**config.mk**
```make
export PLATFORM = sky130hd
export DESIGN_NAME = hack_seq
export DESIGN_NICKNAME = d
export VERILOG_FILES = /design/src/rtl/hack_pkg.sv /design/src/rtl/hack_jump_eval.sv /design/src/rtl/hack_seq.sv
export SDC_FILE = /design/constraint.sdc
export NUM_CORES = 1
export LEC_CHECK = 0
export CORE_ASPECT_RATIO = 1.1
export CORE_MARGIN = 1
export CORE_UTILIZATION = 38
export DETAILED_ROUTE_END_ITERATION = 8
export GPL_TIMING_DRIVEN = 0
export PLACE_DENSITY = 0.74
export SYNTH_ARGS = -nofsm -noshare
export SYNTH_HDL_FRONTEND = slang
export SYNTH_SLANG_ARGS = --single-unit
```
**constraint.sdc**
```tcl
create_clock -name clk -period 1.75 [get_ports clk]
set_clock_uncertainty 0.2 [all_clocks]
set_input_delay 0.35 -clock clk [delete_from_list [all_inputs] [get_ports clk]]
set_output_delay 0.35 -clock clk [all_outputs]
set_load 0.02 [all_outputs]
```
**src/rtl/hack_pkg.sv**
```systemverilog
// Shared types and constants for the Hack instruction sequencer.
// The ERR state exists only when HACK_SEQ_WATCHDOG_EN is defined.
package hack_pkg;

  localparam int HACK_ADDR_W = 15;
  localparam int HACK_WORD_W = 16;

  localparam int CINST  = 15;
  localparam int ABIT   = 12;
  localparam int DEST_A = 5;
  localparam int DEST_D = 4;
  localparam int DEST_M = 3;
  localparam int JLT    = 2;
  localparam int JEQ    = 1;
  localparam int JGT    = 0;

  typedef enum logic [2:0] {
    ST_IDLE,
    ST_FETCH,
    ST_DECODE,
    ST_MEM_RD,
    ST_EXEC,
    ST_MEM_WR
`ifdef HACK_SEQ_WATCHDOG_EN
    , ST_ERR
`endif
  } state_e;

`ifdef HACK_SEQ_WATCHDOG_EN
  function automatic logic is_wait_state(input state_e s);
    return (s == ST_FETCH) || (s == ST_MEM_RD) || (s == ST_MEM_WR);
  endfunction
`endif

endpackage

```
**src/rtl/hack_jump_eval.sv**
```systemverilog
// Jump condition evaluation from the three jump bits of a C-instruction.
module hack_jump_eval
  import hack_pkg::*;
(
  input  logic [2:0] ir_jmp,
  input  logic       alu_zr,
  input  logic       alu_ng,
  output logic       taken
);

  always_comb begin
    taken = (ir_jmp[JLT] & alu_ng) |
            (ir_jmp[JEQ] & alu_zr) |
            (ir_jmp[JGT] & ~alu_ng & ~alu_zr);
  end

endmodule

```
**src/rtl/hack_seq.sv**
```systemverilog
// Multi-cycle Hack sequencer: owns pc/ir, fetches from ROM, reads/writes RAM.
// Optional ack watchdog enabled by defining HACK_SEQ_WATCHDOG_EN.
module hack_seq
  import hack_pkg::*;
#(
  parameter int ADDR_W     = HACK_ADDR_W,
  parameter int WORD_W     = HACK_WORD_W,
  parameter int WDOG_LIMIT = 255
) (
  input  logic              clk,
  input  logic              reset,
  input  logic              run,
  output logic              rom_req,
  output logic [ADDR_W-1:0] rom_addr,
  input  logic              rom_ack,
  input  logic [WORD_W-1:0] rom_data,
  output logic              ram_req,
  output logic              ram_we,
  output logic [ADDR_W-1:0] ram_addr,
  output logic [WORD_W-1:0] ram_wdata,
  input  logic              ram_ack,
  input  logic [WORD_W-1:0] ram_rdata,
  input  logic [ADDR_W-1:0] a_val,
  input  logic [WORD_W-1:0] alu_out,
  input  logic              alu_zr,
  input  logic              alu_ng,
  output logic [WORD_W-1:0] ir,
  output logic [WORD_W-1:0] m_val,
  output logic [ADDR_W-1:0] pc,
  output logic              load_a,
  output logic              load_d,
  output logic              err
);

  if (WDOG_LIMIT < 1) begin : g_bad_wdog_limit
    $error("WDOG_LIMIT must be at least 1");
  end

  state_e            state_q, state_d;
  logic [ADDR_W-1:0] pc_q, pc_d;
  logic [WORD_W-1:0] ir_q, ir_d;
  logic [WORD_W-1:0] m_val_q, m_val_d;
  logic [ADDR_W-1:0] ram_addr_q, ram_addr_d;
  logic [WORD_W-1:0] ram_wdata_q, ram_wdata_d;
  logic              rom_req_q, rom_req_d;
  logic              ram_req_q, ram_req_d;
  logic              ram_we_q, ram_we_d;
  logic              load_a_q, load_a_d;
  logic              load_d_q, load_d_d;
  logic              jump_taken;
  logic              rom_done, ram_done;
  state_e            after_instr;

`ifdef HACK_SEQ_WATCHDOG_EN
  localparam int WDOG_W = $clog2(WDOG_LIMIT + 1);
  logic [WDOG_W-1:0] wdog_cnt_q, wdog_cnt_d;
  logic              err_q, err_d;
`endif

  hack_jump_eval u_jump_eval (
    .ir_jmp (ir_q[JLT:JGT]),
    .alu_zr (alu_zr),
    .alu_ng (alu_ng),
    .taken  (jump_taken)
  );

  always_comb begin
    state_d     = state_q;
    pc_d        = pc_q;
    ir_d        = ir_q;
    m_val_d     = m_val_q;
    ram_addr_d  = ram_addr_q;
    ram_wdata_d = ram_wdata_q;
    load_a_d    = 1'b0;
    load_d_d    = 1'b0;
    rom_done    = rom_req_q & rom_ack;
    ram_done    = ram_req_q & ram_ack;
    after_instr = run ? ST_FETCH : ST_IDLE;

    case (state_q)
      ST_IDLE: if (run) state_d = ST_FETCH;
      ST_FETCH: begin
        if (rom_done) begin
          ir_d     = rom_data;
          load_a_d = ~rom_data[CINST];
          state_d  = ST_DECODE;
        end
      end
      ST_DECODE: begin
        if (!ir_q[CINST]) begin
          pc_d    = pc_q + ADDR_W'(1);
          state_d = after_instr;
        end else if (ir_q[ABIT]) begin
          ram_addr_d = a_val;
          state_d    = ST_MEM_RD;
        end else begin
          load_a_d = ir_q[DEST_A];
          load_d_d = ir_q[DEST_D];
          state_d  = ST_EXEC;
        end
      end
      ST_MEM_RD: begin
        if (ram_done) begin
          m_val_d  = ram_rdata;
          load_a_d = ir_q[DEST_A];
          load_d_d = ir_q[DEST_D];
          state_d  = ST_EXEC;
        end
      end
      ST_EXEC: begin
        // a_val here is still the pre-update A; the strobed load lands on this edge.
        pc_d = jump_taken ? a_val : pc_q + ADDR_W'(1);
        if (ir_q[DEST_M]) begin
          ram_addr_d  = a_val;
          ram_wdata_d = alu_out;
          state_d     = ST_MEM_WR;
        end else begin
          state_d = after_instr;
        end
      end
      ST_MEM_WR: if (ram_done) state_d = after_instr;
      default: state_d = state_q;
    endcase

`ifdef HACK_SEQ_WATCHDOG_EN
    wdog_cnt_d = WDOG_W'(WDOG_LIMIT - 1);
    if (is_wait_state(state_q) && (state_d == state_q)) begin
      if (wdog_cnt_q == '0) state_d = ST_ERR;
      else wdog_cnt_d = wdog_cnt_q - 1'b1;
    end
    err_d = (state_d == ST_ERR);
`endif

    // Requests decode from the next state so they come out of flops.
    rom_req_d = (state_d == ST_FETCH);
    ram_req_d = (state_d == ST_MEM_RD) || (state_d == ST_MEM_WR);
    ram_we_d  = (state_d == ST_MEM_WR);
  end

  always_ff @(posedge clk) begin
    if (reset) begin
      state_q     <= ST_IDLE;
      pc_q        <= '0;
      ir_q        <= '0;
      m_val_q     <= '0;
      ram_addr_q  <= '0;
      ram_wdata_q <= '0;
      rom_req_q   <= 1'b0;
      ram_req_q   <= 1'b0;
      ram_we_q    <= 1'b0;
      load_a_q    <= 1'b0;
      load_d_q    <= 1'b0;
`ifdef HACK_SEQ_WATCHDOG_EN
      wdog_cnt_q  <= WDOG_W'(WDOG_LIMIT - 1);
      err_q       <= 1'b0;
`endif
    end else begin
      state_q     <= state_d;
      pc_q        <= pc_d;
      ir_q        <= ir_d;
      m_val_q     <= m_val_d;
      ram_addr_q  <= ram_addr_d;
      ram_wdata_q <= ram_wdata_d;
      rom_req_q   <= rom_req_d;
      ram_req_q   <= ram_req_d;
      ram_we_q    <= ram_we_d;
      load_a_q    <= load_a_d;
      load_d_q    <= load_d_d;
`ifdef HACK_SEQ_WATCHDOG_EN
      wdog_cnt_q  <= wdog_cnt_d;
      err_q       <= err_d;
`endif
    end
  end

  assign rom_req   = rom_req_q;
  assign rom_addr  = pc_q;
  assign ram_req   = ram_req_q;
  assign ram_we    = ram_we_q;
  assign ram_addr  = ram_addr_q;
  assign ram_wdata = ram_wdata_q;
  assign ir        = ir_q;
  assign m_val     = m_val_q;
  assign pc        = pc_q;
  assign load_a    = load_a_q;
  assign load_d    = load_d_q;
`ifdef HACK_SEQ_WATCHDOG_EN
  assign err       = err_q;
`else
  assign err       = 1'b0;
`endif

endmodule

```
==> results.json, run 1 <==
{
  "synth_top_family_by_area": "simple AND/OR/NAND/NOR gates",
  "ys_seq_elements": 86,
  "drt_wl_total_um": 11600,
  "critPathArrivalTime_ps": 1970,
  "overflow": 0,
  "hpwl_um": 8320,
  "placed_cells": 753,
  "die_w_um": 97.7,
  "placed_area_sq_mm": 0.00570,
  "port_buffers": 167,
  "cp-end-kind": "flip-flop",
  "diodes": 0,
  "cts_made_buffers": 9,
  "instances_no_fill": 786,
  "fin_crit_sh_pct": 110,
  "max-clock-path-buffers": 2,
  "yosysSeqAreaShare_pct": 45.0,
  "rsz0062_at_grt": "yes",
  "synth_area_per_cell_sq_um": 8.21,
  "fin_ws_ps": -179,
  "rr_worst_depth": 6,
  "routed_via_density": 5.12,
  "setup_tns_ps": -1560,
  "rows": 38,
  "dr.max_layer_used": "met4",
  "clk_latency_ps": 350,
  "violations": "DRC, setup timing",
  "clk_pin_slew_ps": 90,
  "cts_tree": "done",
  "layout-drive-gt1-share_pct": 20.9,
  "max-vdd-ir-drop_mv": 0.359,
  "grt_max_degree": 16,
  "gp_congestion": 0.846,
  "cp.required_ps": 1790,
  "cap_violations": 0,
  "synthSimpleGateAreaFrac_pct": 24.3,
  "cts.sink_count": 86,
  "drt-pass1-iter-count": 6,
  "cp_max_fo": 10,
  "setup_viol": 14,
  "async_flop_share_pct": 0,
  "worstSetupStartpointType": "flip-flop",
  "yosysWarningCount": 0,
  "synth_fa_ha_area_share_pct": 0.327,
  "final_util_pct": 62.7,
  "finalInstanceArea_sq_mm": 0.00617,
  "start_util_pct": 38.9,
  "core_sq_mm": 0.00984,
  "ys_types": 50,
  "synthesis.instances": 466,
  "drt_iter0_drc": 289,
  "p_leak_uw": 0.00266,
  "syn-cell-area_sq_mm": 0.00383,
  "grt_usage_pct": 21.5,
  "period_needed_ps": 1930,
  "antenna_found_initial": 0,
  "final_hold_viol_count": 0,
  "path_class": "reg2reg",
  "outcome": "finished with violations",
  "multi_input_area_sq_mm": 0.00194,
  "synth_mux_area_share_pct": 6.02,
  "vias": 4022,
  "synth-edff-count": 0,
  "grt_pass1_wl_um": 18100,
  "routedWlPerCell_um": 14.7,
  "syn_to_final_growth_pct": 61.4,
  "n_fill_cell": 869,
  "grt_pass1_vias": 3833,
  "hold_path.class": "reg2reg",
  "synth_compound_area_share_pct": 16.3,
  "syn_nets": 537,
  "antenna_left": 0,
  "synth_xor_area_share_pct": 0,
  "wl_met2_um": 5880,
  "dr_wl_met3_um": 690,
  "finalMaxSlewViolations": 0,
  "hold_path_depth": 2,
  "dieArea_sq_mm": 0.0105,
  "seq_area_sq_mm": 0.00176,
  "ys.flop_type": "dfxtp_1",
  "wl_met1_um": 4770,
  "die_h_um": 107,
  "h-tree-depth": 3,
  "io_pins": 169,
  "powerDensity_mw_per_mm2": 631,
  "timing.hold.ws_ps": 254,
  "rrSetupSlack_ps": -180,
  "fin_nets": 732,
  "drc_errors": 22,
  "cts-root-buf": "clkbuf_8",
  "fmax_ghz": 0.518,
  "ctsHoldBuffers": 0
}
-- sequential cells by signal, summed over array words and instances (netlist names) --
register / flops
ir: 16
load_a: 1
load_d: 1
m_val: 16
pc: 15
ram_addr: 15
ram_req: 1
ram_wdata: 16
ram_we: 1
rom_req: 1
state_q: 3
-- repair_timing --
action / CTS / global route
pin swaps: 8 / 7
resized for setup: 157 / 47
gates cloned: 1 / 0
setup endpoints to repair: 182 / 85
buffers inserted: 7 / 12
-- cell usage after synthesis (5+ instances only) --
cell | n | area [sq um]
nand2_1 | 113 | 424
dfxtp_1 | 86 | 1720
a21oi_1 | 66 | 330
nor2_1 | 31 | 116
mux2i_1 | 23 | 230
clkbuf_1 | 20 | 75.1
buf_4 | 17 | 128
inv_1 | 9 | 33.8
nand4b_1 | 8 | 70.1
and4_1 | 6 | 52.6
nand3_1 | 6 | 30.0
o32ai_1 | 6 | 52.6
nand4_1 | 5 | 31.3
-- power by group --
part	switching, uW	internal, uW	leakage (uW)
clock network	734	754	0.000112
logic	193	225	0.00184
registers	19.6	1970	0.000704
total	946	2950	0.00266
-- cell usage in the layout (no fill, tap or decap), types with 5 or more instances in the layout --
cell / count
a21oi_1: 57
a21oi_2: 9
and4_1: 6
buf_4: 35
buf_6: 9
clkbuf_2: 14
clkbuf_8: 10
clkdlybuf4s15_1: 6
clkdlybuf4s50_1: 67
dfxtp_1: 67
dfxtp_2: 15
dlygate4sd2_1: 86
inv_1: 9
mux2i_1: 23
nand2_1: 110
nand3_1: 6
nand4_1: 5
nand4b_1: 8
nor2_1: 28
o32ai_1: 5
-- critical path, stage by stage (launching register included) --
cell and delay (ps):
dfxtp_4 340, or3b_4 400, a211o_1 290, buf_6 160
buf_12 150, mux2i_1 180, o32ai_1 100
-- through the flow --
| stage | setup slack [ps] | power (uW) |
|---|---|---|
| global placement | -651 | 2420 |
| CTS | -194 | 3920 |
| detailed placement | -686 | 2430 |
| global route | -216 | 4070 |
| floorplan | -104 | 2180 |
| finish | -179 | 3900 |
-- logic make-up after synthesis --
logic type                 count (synthesis)
AOI/OAI and AO/OA                        102
adders and majority gates                  1
buffers and inverters                     55
DFF                                       86
muxes                                     23
other                                      1
and+or+nand+nor                          198
-- worst paths after layout --
path	startpoint	endpoint
worst max-delay path	ir[0]$_SDFFE_PP0P_	pc[6]$_SDFFE_PP0P_
worst min-delay path	ir[6]$_SDFFE_PP0P_	ir[6]$_SDFFE_PP0P_
worst max register to register	ir[0]$_SDFFE_PP0P_	pc[6]$_SDFFE_PP0P_
worst min register to register	ir[6]$_SDFFE_PP0P_	ir[6]$_SDFFE_PP0P_
-- metal layers --
layer  vias to the layer above  track usage, %
met4                         0            9.42
li1                       1997               -
met2                       125            37.8
met5                         -               0
met1                      1885            25.2
met3                        15            4.69
-- area by class of cell --
| type | count | share of cell area, % |
|---|---|---|
| clock inverter | 6 | 1.07 |
| multi-input combinational | 325 | 31.4 |
| tap | 120 | 2.43 |
| inverter | 10 | 0.608 |
| clock buffer | 10 | 2.41 |
| sequential | 86 | 28.4 |
| buffer | 42 | 5.35 |
| timing repair buffer | 187 | 28.3 |
Power figures use the tool's default switching activity.
==> run 2: changes to the inputs <==
Settings changed: CORE_UTILIZATION 38 to 30, PLACE_DENSITY 0.74 to 0.58.
Clock period 1.75 ns to 2.1 ns, I/O delays scaled along.
==> results.json, run 2 (synthesized netlist as in run 1, its figures left out) <==
{
  "path_class": "reg2out",
  "diodes": 0,
  "rr_worst_depth": 5,
  "p_leak_uw": 0.00236,
  "antenna_found_initial": 0,
  "cp.required_ps": 1480,
  "cp_num_buf_inv": 2,
  "n_fill_cell": 1249,
  "io_pins": 169,
  "antenna_left": 0,
  "instances_no_fill": 801,
  "p_total_uw": 3710,
  "crit_path_max_incr_delay_ps": 590,
  "grt_pass1_wl_um": 18200,
  "grt_pass1_vias": 3663,
  "cts_made_buffers": 9,
  "grt_max_degree": 17,
  "crit_chain": "buf_4, clkdlybuf4s50_1",
  "layout-drive-gt1-share_pct": 11.1,
  "cp_slowest_cell": "clkdlybuf4s50_1",
  "drt-pass1-iter-count": 4,
  "dieArea_sq_mm": 0.0132,
  "overflow": 0,
  "drt_wl_total_um": 11600,
  "outcome": "complete, no violations",
  "min_to": "ir[8]$_SDFFE_PP0P_",
  "start_util_pct": 31.2,
  "fin_crit_sh_pct": 97.4,
  "max-clock-path-buffers": 2,
  "clk_latency_ps": 330,
  "hold_path_depth": 2,
  "tightest_slew_ps": 553,
  "final_common_cell": "clkdlybuf4s50_1",
  "final_hold_viol_count": 0,
  "final_util_pct": 49.9,
  "drt_iter0_drc": 177,
  "fin_nets": 714,
  "regToRegStartpoint": "state_q[1]$_SDFF_PP0_",
  "max_slew_margin_pct": 63.1,
  "hold_path.class": "reg2reg",
  "rows": 42,
  "placed_area_sq_mm": 0.00569,
  "finalMaxSlewViolations": 0,
  "port_buffers": 167,
  "core_sq_mm": 0.0122,
  "critPathArrivalTime_ps": 1430,
  "routedWlPerCell_um": 14.4,
  "rrSetupSlack_ps": 80,
  "worstSetupStartpointType": "flip-flop",
  "h-tree-depth": 3,
  "cp-end-kind": "primary output",
  "setup_viol": 0,
  "cap_violations": 0,
  "r2r_end": "ram_addr[5]$_SDFFE_PP0P_",
  "hpwl_um": 8870,
  "cts-root-buf": "clkbuf_16",
  "die_h_um": 120,
  "die_w_um": 110,
  "syn_to_final_growth_pct": 59.7,
  "max-vdd-ir-drop_mv": 0.317,
  "cts.sink_count": 86,
  "final_cell_mix": "clkdlybuf4s50_1 (149), nand2_1 (113), dfxtp_1 (78), a21oi_1 (63), nor2_1 (31)",
  "finalInstanceArea_sq_mm": 0.00611,
  "seq_area_sq_mm": 0.00173,
  "multi_input_area_sq_mm": 0.00183,
  "grt_usage_pct": 17.6,
  "drc_errors": 0,
  "placed_cells": 787,
  "cts_tree": "done",
  "fmax_ghz": 0.489,
  "vias": 3890,
  "clk_pin_slew_ps": 60,
  "rsz0062_at_grt": "yes",
  "period_needed_ps": 2050,
  "fin_ws_ps": 55.0,
  "routed_via_density": 4.86,
  "powerDensity_mw_per_mm2": 607,
  "hp-start": "ir[8]$_SDFFE_PP0P_",
  "cp_max_fo": 7,
  "pre_cts_ws_ps": -523,
  "gp_congestion": 0.800,
  "crit_family": "buffers and inverters"
}
-- run 2: routing by layer --
metal  GRT usage [%]  share of wire, %
met5               0                 0
met4            6.00               1.0
met3            3.34               6.4
met2            29.9                49
met1            22.1                43
-- run 2: worst max-delay path by stage --
stage	startpoint	to	slack, ps	cells after the start
after floorplan	ir[0]$_SDFFE_PP0P_	pc[9]$_SDFFE_PP0P_	130	5
after global placement	alu_ng	pc[9]$_SDFFE_PP0P_	-530	6
after detailed placement	alu_ng	pc[9]$_SDFFE_PP0P_	-520	6
after CTS	alu_zr	pc[6]$_SDFFE_PP0P_	-4	7
after global routing	ram_ack	m_val[12]$_SDFFE_PP0P_	-60	6
final	pc[1]$_SDFFE_PP0P_	rom_addr[1]	50	2
-- run 2: power by group --
part	internal (uW)	total, uW	switching (uW)	leakage (uW)
combinational	177	325	148	0.00150
clock	1100	1720	624	0.000161
sequential	1650	1660	15.1	0.000698
-- run 2: final cells by class --
class                           instances  share of cell area (%)
Clock buffer                           11                    4.14
Inverter                               10                   0.614
Buffer                                 43                    4.57
Clock inverter                          4                    1.15
Multi-Input combinational cell        325                    30.0
Timing Repair Buffer                  168                    28.0
Tap cell                              154                    3.15
Sequential cell                        86                    28.3
-- run 2: timing repair --
item                       in CTS  in global routing
resized for setup              19                 28
cloned                          0                  0
hold buffers                    0                  0
pin swaps                       5                  3
buffers inserted                0                  1
setup endpoints to repair      40                 66
-- run 2: metrics by stage --
| stage | hold slack [ps] | setup TNS [ps] |
|---|---|---|
| after floorplan | 335 | 0 |
| after global placement | 243 | -24480 |
| after detailed placement | 249 | -25740 |
| after CTS | 258 | -5.58 |
| after global routing | 276 | -579 |
| final | 258 | 0 |
-- run 2: worst min-delay path, cell delays in order (launching register included) --
cell	delay, ps
dfxtp_1	310
nand2_1	50
a21oi_1	50
==> run 3: changes to the inputs <==
--- a/constraint.sdc
+++ b/constraint.sdc
@@ -4,2 +4,2 @@
 set_output_delay 0.42 -clock clk [all_outputs]
-set_load 0.02 [all_outputs]
+set_load 0.01 [all_outputs]
==> results.json, run 3 (synthesized netlist as in run 1, its figures left out) <==
{
  "routedWlPerCell_um": 14.4,
  "diodes": 0,
  "gp_congestion": 0.800,
  "max_slew_margin_pct": 63.2,
  "path_class": "reg2out",
  "hpwl_um": 8870,
  "critPathArrivalTime_ps": 1410,
  "grt_pass1_vias": 3663,
  "io_pins": 169,
  "overflow": 0,
  "tightest_slew_ps": 551,
  "drt_wl_total_um": 11500,
  "fin_crit_sh_pct": 96.8,
  "cp_slowest_cell": "clkdlybuf4s50_1",
  "drt_iter0_drc": 175,
  "setup_tns_ps": 0,
  "dieArea_sq_mm": 0.0132,
  "fin_ws_ps": 66.4,
  "fmax_ghz": 0.492,
  "crit_chain": "buf_4, clkdlybuf4s50_1",
  "crit_path_max_incr_delay_ps": 520,
  "crit_family": "buffers and inverters",
  "clk_latency_ps": 330,
  "p_total_uw": 3700,
  "die_w_um": 110,
  "vias": 3895,
  "final_common_cell": "clkdlybuf4s50_1",
  "grt_max_degree": 17,
  "pre_cts_ws_ps": -523,
  "outcome": "complete, no violations",
  "rows": 42,
  "grt_usage_pct": 17.6,
  "final_cell_mix": "clkdlybuf4s50_1 (165), nand2_1 (113), dfxtp_1 (78), a21oi_1 (63), nor2_1 (31)",
  "cp_max_fo": 6,
  "worstSetupStartpointType": "flip-flop",
  "routed_via_density": 4.86,
  "grt_pass1_wl_um": 18200,
  "cts_made_buffers": 9,
  "cts.sink_count": 86,
  "finalMaxSlewViolations": 0,
  "max-vdd-ir-drop_mv": 0.316,
  "cp-end-kind": "primary output",
  "port_buffers": 167,
  "period_needed_ps": 2030,
  "antenna_found_initial": 0,
  "drc_errors": 0,
  "cp.required_ps": 1480,
  "hold_path.class": "reg2reg",
  "die_h_um": 120,
  "p_leak_uw": 0.00210,
  "antenna_left": 0,
  "finalInstanceArea_sq_mm": 0.00609,
  "drt-pass1-iter-count": 4,
  "layout-drive-gt1-share_pct": 11.1,
  "cap_violations": 0,
  "powerDensity_mw_per_mm2": 607,
  "syn_to_final_growth_pct": 59.1,
  "cts_tree": "done",
  "cts-root-buf": "clkbuf_16",
  "ctsHoldBuffers": 0,
  "max-clock-path-buffers": 2,
  "timing.hold.ws_ps": 258,
  "clk_pin_slew_ps": 60,
  "core_sq_mm": 0.0122,
  "fin_nets": 714,
  "setup_viol": 0,
  "final_hold_viol_count": 0,
  "placed_area_sq_mm": 0.00569,
  "cp_num_buf_inv": 2,
  "h-tree-depth": 3,
  "rsz0062_at_grt": "yes",
  "start_util_pct": 31.2,
  "n_fill_cell": 1253
}
## run 3: path summary, 6_finish.rpt
kind,startpoint,end,slack (ps),depth (start not counted)
worst max-delay path,pc[8]$_SDFFE_PP0P_,rom_addr[8],70,2
worst min-delay path,ir[8]$_SDFFE_PP0P_,ir[8]$_SDFFE_PP0P_,260,2
worst max register to register,state_q[1]$_SDFF_PP0_,ram_addr[5]$_SDFFE_PP0P_,80,5
worst min register to register,ir[8]$_SDFFE_PP0P_,ir[8]$_SDFFE_PP0P_,260,2
## run 3: final cells by class
type | instances | area (sq um) | area share [%]
Clock inverter | 4 | 70.1 | 1.15
Inverter | 10 | 37.5 | 0.617
Multi-Input combinational cell | 325 | 1830 | 30.1
Buffer | 43 | 283 | 4.65
Tap cell | 154 | 193 | 3.17
Timing Repair Buffer | 168 | 1680 | 27.7
Sequential cell | 86 | 1730 | 28.5
Clock buffer | 11 | 253 | 4.15
## run 3: repair_timing
action | CTS | global route
setup buffers | 0 | 1
pin swaps | 5 | 3
gates resized for setup | 13 | 19
setup endpoints to repair | 29 | 56
## run 3: metrics by stage
| stage | util (%) | instances |
|---|---|---|
| final | 49.7 | 801 |
| after global routing | 49.7 | 801 |
| after CTS | 49.3 | 801 |
| after detailed placement | 46.5 | 787 |
| after global placement | 46.5 | 787 |
| after floorplan | - | 466 |
## run 3: layer usage
layer / GRT usage, % / vias to the layer above / routed length (um)
met5: 0 / - / 0
met4: 6.00 / 0 / 85
met3: 3.34 / 8 / 731
met2: 29.9 / 125 / 5740
met1: 22.1 / 1806 / 4990
li1: - / 1956 / -
## run 3: tightest hold or removal path: stages, from the launching register on
cell     delay [ps]
dfxtp_1         310
nand2_1          50
a21oi_1          50
## run 3: where the power goes
part / switching [uW] / internal (uW)
Sequential: 15.1 / 1650
Clock: 623 / 1100
Combinational: 136 / 177
